$ cat src/rtl/rsp_s1_prep_diff_gen.sv
`default_nettype none
// ============================================================================
//  Module   : rsp_s1_prep_diff_gen
//  Purpose  : Burst-parallel lag-difference stage, y[n] = x[n] - x[n-LAG],
//             with per-frame config latch, seeding and symmetric saturation.
//  Revision : 1.0
// ============================================================================
module rsp_s1_prep_diff_gen #(
    parameter int SAMPLE_WIDTH = 16,
    parameter int LANES        = 8,
    parameter int MAX_LAG      = 4,
    parameter int DATA_NUM     = 1024
) (
    input  logic                            clk,
    input  logic                            rst_n,
    input  logic                            i_wide,
    input  logic [$clog2(MAX_LAG+1)-1:0]    i_lag,
    input  logic [LANES*SAMPLE_WIDTH-1:0]   i_x_data,
    input  logic                            i_x_valid,
    input  logic                            i_x_last,
    output logic [LANES*SAMPLE_WIDTH-1:0]   o_y_data,
    output logic                            o_y_valid,
    output logic                            o_y_last,
    output logic                            o_sat,
    output logic                            o_frame_err
);
    localparam int c_W     = SAMPLE_WIDTH;
    localparam int c_NW    = LANES / 2;
    localparam int c_HL    = 2 * MAX_LAG;
    localparam int c_LAG_W = $clog2(MAX_LAG + 1);
    localparam int c_CNT_W = (DATA_NUM > 1) ? $clog2(DATA_NUM) : 1;
    localparam logic [c_W-1:0]   c_MAX_N = {1'b0, {(c_W-1){1'b1}}};
    localparam logic [c_W-1:0]   c_MIN_N = {1'b1, {(c_W-2){1'b0}}, 1'b1};
    localparam logic [2*c_W-1:0] c_MAX_W = {1'b0, {(2*c_W-1){1'b1}}};
    localparam logic [2*c_W-1:0] c_MIN_W = {1'b1, {(2*c_W-2){1'b0}}, 1'b1};

    logic                      r_in_frame;
    logic                      r_wide;
    logic [c_LAG_W-1:0]        r_lag;
    logic [c_CNT_W-1:0]        r_cnt;
    logic [c_HL*c_W-1:0]       r_hist;

    logic                      r_s1_valid, r_s1_last, r_s1_err, r_s1_wide;
    logic [LANES*(c_W+1)-1:0]  r_s1_dn;
    logic [c_NW*(2*c_W+1)-1:0] r_s1_dw;

    logic                      w_start, w_wide, w_cnt_end, w_close, w_err;
    logic [c_LAG_W-1:0]        w_lag_in, w_lag;

    assign w_start   = !r_in_frame;
    assign w_lag_in  = (i_lag == '0 || i_lag > c_LAG_W'(MAX_LAG)) ? c_LAG_W'(1) : i_lag;
    assign w_wide    = w_start ? i_wide : r_wide;
    assign w_lag     = w_start ? w_lag_in : r_lag;
    assign w_cnt_end = (r_cnt == c_CNT_W'(DATA_NUM - 1));
    assign w_close   = i_x_last | w_cnt_end;
    assign w_err     = i_x_last ^ w_cnt_end;

    // History holds the last 2*MAX_LAG lanes: MAX_LAG narrow or MAX_LAG wide samples.
    logic [c_W-1:0]            w_en [MAX_LAG+LANES];
    logic [2*c_W-1:0]          w_ew [MAX_LAG+c_NW];
    logic [c_W-1:0]            w_pn [LANES];
    logic [2*c_W-1:0]          w_pw [c_NW];
    logic [LANES*(c_W+1)-1:0]  w_dn;
    logic [c_NW*(2*c_W+1)-1:0] w_dw;

    always_comb begin
        for (int j = 0; j < MAX_LAG; j++) begin
            w_en[j] = r_hist[(MAX_LAG+j)*c_W +: c_W];
            w_ew[j] = r_hist[2*j*c_W +: 2*c_W];
        end
        for (int n = 0; n < LANES; n++) w_en[MAX_LAG+n] = i_x_data[n*c_W +: c_W];
        for (int n = 0; n < c_NW; n++)  w_ew[MAX_LAG+n] = i_x_data[2*n*c_W +: 2*c_W];
        w_dn = '0;
        w_dw = '0;
        // Defaulting the lagged operand to the sample itself zeroes the first LAG outputs of a frame.
        for (int n = 0; n < LANES; n++) begin
            w_pn[n] = w_en[MAX_LAG+n];
            for (int l = 1; l <= MAX_LAG; l++) begin
                if (w_lag == c_LAG_W'(l) && !(w_start && n < l)) w_pn[n] = w_en[MAX_LAG+n-l];
            end
            w_dn[n*(c_W+1) +: c_W+1] = {w_en[MAX_LAG+n][c_W-1], w_en[MAX_LAG+n]}
                                     - {w_pn[n][c_W-1], w_pn[n]};
        end
        for (int n = 0; n < c_NW; n++) begin
            w_pw[n] = w_ew[MAX_LAG+n];
            for (int l = 1; l <= MAX_LAG; l++) begin
                if (w_lag == c_LAG_W'(l) && !(w_start && n < l)) w_pw[n] = w_ew[MAX_LAG+n-l];
            end
            w_dw[n*(2*c_W+1) +: 2*c_W+1] = {w_ew[MAX_LAG+n][2*c_W-1], w_ew[MAX_LAG+n]}
                                         - {w_pw[n][2*c_W-1], w_pw[n]};
        end
    end

    always_ff @(posedge clk or negedge rst_n) begin
        if (!rst_n) begin
            r_in_frame <= 1'b0;
            r_wide     <= 1'b0;
            r_lag      <= c_LAG_W'(1);
            r_cnt      <= '0;
            r_hist     <= '0;
        end else if (i_x_valid) begin
            r_wide <= w_wide;
            r_lag  <= w_lag;
            r_hist <= i_x_data[LANES*c_W-1 -: c_HL*c_W];
            if (w_close) begin
                r_cnt      <= '0;
                r_in_frame <= 1'b0;
            end else begin
                r_cnt      <= r_cnt + c_CNT_W'(1);
                r_in_frame <= 1'b1;
            end
        end
    end

    always_ff @(posedge clk or negedge rst_n) begin
        if (!rst_n) begin
            r_s1_valid <= 1'b0;
            r_s1_last  <= 1'b0;
            r_s1_err   <= 1'b0;
            r_s1_wide  <= 1'b0;
            r_s1_dn    <= '0;
            r_s1_dw    <= '0;
        end else begin
            r_s1_valid <= i_x_valid;
            r_s1_last  <= i_x_valid & w_close;
            r_s1_err   <= i_x_valid & w_err;
            if (i_x_valid) begin
                r_s1_wide <= w_wide;
                r_s1_dn   <= w_dn;
                r_s1_dw   <= w_dw;
            end
        end
    end

    // Clamp range is symmetric: -2^(S-1) is pulled in to -(2^(S-1)-1).
    logic [LANES*c_W-1:0] w_yn, w_yw;
    logic                 w_sat_n, w_sat_w;

    always_comb begin
        w_yn    = '0;
        w_yw    = '0;
        w_sat_n = 1'b0;
        w_sat_w = 1'b0;
        for (int n = 0; n < LANES; n++) begin
            if (!r_s1_dn[n*(c_W+1)+c_W] && r_s1_dn[n*(c_W+1)+c_W-1]) begin
                w_yn[n*c_W +: c_W] = c_MAX_N;
                w_sat_n            = 1'b1;
            end else if (r_s1_dn[n*(c_W+1)+c_W] && (!r_s1_dn[n*(c_W+1)+c_W-1]
                         || r_s1_dn[n*(c_W+1) +: c_W-1] == '0)) begin
                w_yn[n*c_W +: c_W] = c_MIN_N;
                w_sat_n            = 1'b1;
            end else begin
                w_yn[n*c_W +: c_W] = r_s1_dn[n*(c_W+1) +: c_W];
            end
        end
        for (int n = 0; n < c_NW; n++) begin
            if (!r_s1_dw[n*(2*c_W+1)+2*c_W] && r_s1_dw[n*(2*c_W+1)+2*c_W-1]) begin
                w_yw[2*n*c_W +: 2*c_W] = c_MAX_W;
                w_sat_w                = 1'b1;
            end else if (r_s1_dw[n*(2*c_W+1)+2*c_W] && (!r_s1_dw[n*(2*c_W+1)+2*c_W-1]
                         || r_s1_dw[n*(2*c_W+1) +: 2*c_W-1] == '0)) begin
                w_yw[2*n*c_W +: 2*c_W] = c_MIN_W;
                w_sat_w                = 1'b1;
            end else begin
                w_yw[2*n*c_W +: 2*c_W] = r_s1_dw[n*(2*c_W+1) +: 2*c_W];
            end
        end
    end

    always_ff @(posedge clk or negedge rst_n) begin
        if (!rst_n) begin
            o_y_data    <= '0;
            o_y_valid   <= 1'b0;
            o_y_last    <= 1'b0;
            o_sat       <= 1'b0;
            o_frame_err <= 1'b0;
        end else begin
            o_y_valid   <= r_s1_valid;
            o_y_last    <= r_s1_valid & r_s1_last;
            o_frame_err <= r_s1_valid & r_s1_err;
            o_sat       <= r_s1_valid & (r_s1_wide ? w_sat_w : w_sat_n);
            if (r_s1_valid) o_y_data <= r_s1_wide ? w_yw : w_yn;
        end
    end
endmodule
`default_nettype wire
$ cat config.mk
export PLATFORM = sky130hd
export DESIGN_NAME = rsp_s1_prep_diff_gen
export DESIGN_NICKNAME = d
export VERILOG_FILES = /design/src/rtl/rsp_s1_prep_diff_gen.sv
export SDC_FILE = /design/constraint.sdc
export NUM_CORES = 2
export LEC_CHECK = 0
export ABC_AREA = 1
export BUFFER_PORTS_ARGS = -buffer_cell sky130_fd_sc_hd__buf_2
export CAP_MARGIN = 20
export CORE_ASPECT_RATIO = 0.7
export CORE_UTILIZATION = 46
export DETAILED_ROUTE_END_ITERATION = 7
export SETUP_SLACK_MARGIN = 0.2
export SLEW_MARGIN = 20
export SYNTH_ARGS = -nofsm -noshare
export SYNTH_HDL_FRONTEND = slang
export SYNTH_SLANG_ARGS = --single-unit
$ cat constraint.sdc
create_clock -name clk -period 6 [get_ports clk]
set_input_delay 1.8 -clock clk [delete_from_list [all_inputs] [get_ports clk]]
set_output_delay 1.8 -clock clk [all_outputs]
set_load 0.02 [all_outputs]
==> summary.txt <==
Route
  – First-pass detailed-route iteration total: 8
  – Avg Vias per Cell: 5.88
  – Vias after detailed routing: 59,000
  – Initial drt markers: 8,686
  – DRC: 0
  – WL final: 247 mm
  – Post-route ant nets: 0
  – WL/cell: approximately 25 um

Yosys
  – Most frequent cell after synthesis: nand2_1
  – Seq cells post-synth: 546
  – Syn nets: approximately 8,000
  – Async set or reset register ratio after synthesis: 1.00
  – Cell taking the most area after synthesis: dfrtp_1
  – Yosys cell types: 38
  – Primary FF master, synth: dfrtp_1
  – Mean Syn Cell Area: 6.08 um2
  – Sequential area share after synthesis: 0.287
  – Share of the synthesized area in the top cell type: 0.286
  – Post-Synthesis Cells: ~7,800
  – Post-synth EDFFs: 0
  – Syn Std Cell Area: ~48,000 um2
  – Commonest cells in the netlist: nand2_1 (2,795), o21ai_0 (853), inv_1 (770), a21oi_1 (664), nor2_1 (591)
  – Synth top area cells: dfrtp_1 (29%), nand2_1 (22%), o21ai_0 (9.0%)
  – Syn. warnings: 0

Timing
  – Tcrit/Tclk final: 0.951
  – Setup_tns: 0 ns
  – Crit path time final: 5.71 ns
  – Max Slew Vio Count: 0
  – Final setup margin: 0.291 ns
  – Hold_ws: 0.436 ns
  – Slew HR: 0.169
  – Final Hold Viols: 0
  – Clk_skew: 0.0398 ns
  – Worst-margin pin slew: between 1 and 1.5 ns
  – Final setup vio count: 0
  – Max Clock Freq: 175 MHz
  – RSZ-0062 raised after global routing: no

Placement
  – Placed Instances: 9,903
  – Dpl hpwl: a little under 200 mm
  – Routability Congestion: approximately 1.1
  – Placed Area: 56,100 um2
  – DP Worst Slack: -0.258 ns
  – Port Buffers: 267

Status
  – Status: finished, final reports clean

Clock network
  – Clock Sinks: 546
  – CTS Root Buffer Type: clkbuf_16
  – Worst-skew pair later-pin latency: 0.72 ns
  – H-tree levels: 2
  – Longest Clk Path Bufs: 3
  – CTS tree: built
  – Clock input transition at the sequential cells of the worst setup and hold paths: 0.06 ns
  – CTS buffer count: 61

GRT
  – Pin count of the biggest net entering global routing: 207
  – First-pass GRT wire length: 356 mm
  – Total GRT Usage: 0.457
  – Vias in the first global route: 52,800
  – Gr ovfl total: 0
  – Initial antenna violation count: 21

Cells and area
  – Fin util: 0.569
  – Area delta synth->final: 22.4%
  – Layout cell share with drive strength beyond 1: 0.144
  – Post-route cell area: roughly 60,000 um2
  – Final nets: ~9,000
  – Final Non-Filler Cells: between 10,000 and 15,000
  – Fill count: 10,300

Worst setup path
  – Flop-to-flop setup slack: roughly 1.3 ns
  – Critical Path Start Type: primary input
  – Slowest stage cell, crit path: a21oi_1
  – Worst r2r path cells: 24
  – Worst Setup Path Type: primary input to register
  – Most common cell on crit path: nand2_1
  – Max incr delay on CP: 0.29 ns
  – Worst path bufs/invs: 11
  – Reg-to-Reg End: r_s1_dw[64]
  – Delay-heaviest family, CP: simple AND/OR/NAND/NOR gates
  – Worst endpoint required time: 6.62 ns
  – WP depth: 29
  – R2R Path Start: r_in_frame
  – Crit-path max FO: between 40 and 50
  – Worst Setup End Kind: register
  – Data arrival, critical path: 6.33 ns

Pwr
  – Pwr Density: 391 nW/um2
  – Max VDD drop: between 0.4 and 0.5 mV
  – Power Total: 22.8 mW
  – P_leak: between 30 and 40 nW

Flow run
  – Max-cap violations: 0

Die
  – Starting density of the core: 0.465
  – Die Y-Extent: 271 um
  – Core area: 102,000 um2
  – Cell row count: 98
  – IO Count: 268
  – Die W: between 300 and 400 um
  – Die Area: between 100,000 and 150,000 um2

Hold path
  – Hold WC Path Type: register to register
  – Min-delay src: r_s1_err
  – WHS Endpoint: o_frame_err
  – Hold depth: 2
routing by layer:
metal  wire (um)  GRT usage  up-vias
met5         106          0        -
met4       14300      0.218       14
met3       35600      0.153      696
met2       94300      0.621     3790
met1      103000      0.645    27400
li1            -          -    27000
where the power goes:
part	internal, mW	switching, mW	leakage, nW
registers	4.83	0.908	6.63
logic	4.69	8.28	23.9
clock network	2.24	1.86	1.01
worst max path at each step:
stage / end / from / slack [ns]
floorplan: r_s1_dw[113] / i_lag[0] / 0.93
global placement: r_s1_dw[49] / i_lag[0] / -0.16
detailed placement: r_s1_dw[49] / i_lag[0] / -0.26
CTS: r_s1_dw[49] / i_lag[0] / 0.43
global route: r_s1_dw[64] / i_lag[0] / 0.21
finish: r_s1_dw[64] / i_lag[0] / 0.29
cell families (layout without fill, tap and decap cells):
group                      count (synthesis)  count (layout)  share of synthesized area
buffers and inverters                   1123            1962                     0.0901
DFF                                      546             546                      0.287
xor gates and xnor gates                  86              86                     0.0158
adders and majority gates                271             271                     0.0731
other                                      0               7                          0
and+or+nand+nor                         4060            4060                      0.343
AOI/OAI and AO/OA                       1742            1742                      0.191
worst register-to-register path, stage by stage, from the launching register on:
cell     delay (ns)
dfrtp_1        0.68
nand2_1        0.09
o21ai_1        0.14
buf_4          0.18
nand2_1        0.12
nor2_4         0.23
inv_2          0.12
buf_12         0.18
o21ai_0        0.31
nor2_1         0.12
buf_4          0.16
o22ai_1        0.19
buf_4          0.18
ha_1           0.37
nand2_1        0.32
inv_1          0.08
a21oi_1        0.29
inv_1          0.07
a21oi_1        0.12
nand2_1        0.13
nand2_1        0.11
nand2_1        0.06
nand2_1        0.07
nand3_1        0.24
nand2_1        0.13
cells in the final DEF (no fill, tap or decap), types with 9 or more instances in the layout:
| cell type | count |
|---|---|
| nand3_1 | 486 |
| clkbuf_16 | 62 |
| buf_4 | 742 |
| a22oi_1 | 24 |
| ha_1 | 259 |
| buf_12 | 58 |
| dfrtp_1 | 543 |
| a31oi_1 | 24 |
| xnor2_1 | 72 |
| o211ai_1 | 64 |
| inv_6 | 9 |
| xor2_1 | 13 |
| nand4_1 | 51 |
| o21ai_0 | 852 |
| nand2_1 | 2793 |
| fa_1 | 12 |
| nand3b_1 | 35 |
| o21ai_1 | 43 |
| o21bai_1 | 24 |
| a21oi_1 | 664 |
| clkinvlp_4 | 9 |
| o22ai_1 | 40 |
| nor2_1 | 585 |
| nor4_1 | 16 |
| or2_2 | 39 |
| buf_2 | 265 |
| nor3_1 | 29 |
| inv_1 | 769 |
layout make-up:
| type | instances | area [um2] | area share |
|---|---|---|---|
| sequential | 546 | 13700 | 0.235 |
| multi-input combinational | 6159 | 29800 | 0.511 |
| clock buffer | 76 | 1680 | 0.0289 |
| inverter | 781 | 2950 | 0.0506 |
| timing repair buffer | 1067 | 8090 | 0.139 |
| clock inverter | 38 | 428 | 0.00734 |
| antenna | 7 | 17.5 | 0.000301 |
| tap | 1350 | 1690 | 0.0290 |
sequential cells by signal (all words and copies together), names as in the netlist:
register	flops
o_y_valid	1
r_s1_last	1
r_s1_valid	1
o_sat	1
r_s1_wide	1
r_s1_dn	136
r_s1_err	1
r_hist	128
r_s1_dw	132
r_lag	3
r_cnt	10
o_y_data	128
o_y_last	1
o_frame_err	1
r_in_frame	1
timing repair:
action                     in CTS  in global routing
buffers inserted                0                  0
hold buffers                    0                  0
hold endpoints to repair        0                  0
gates resized for setup         0                  2
setup endpoints to repair       0                  2
(Power assumes the default switching activity.)
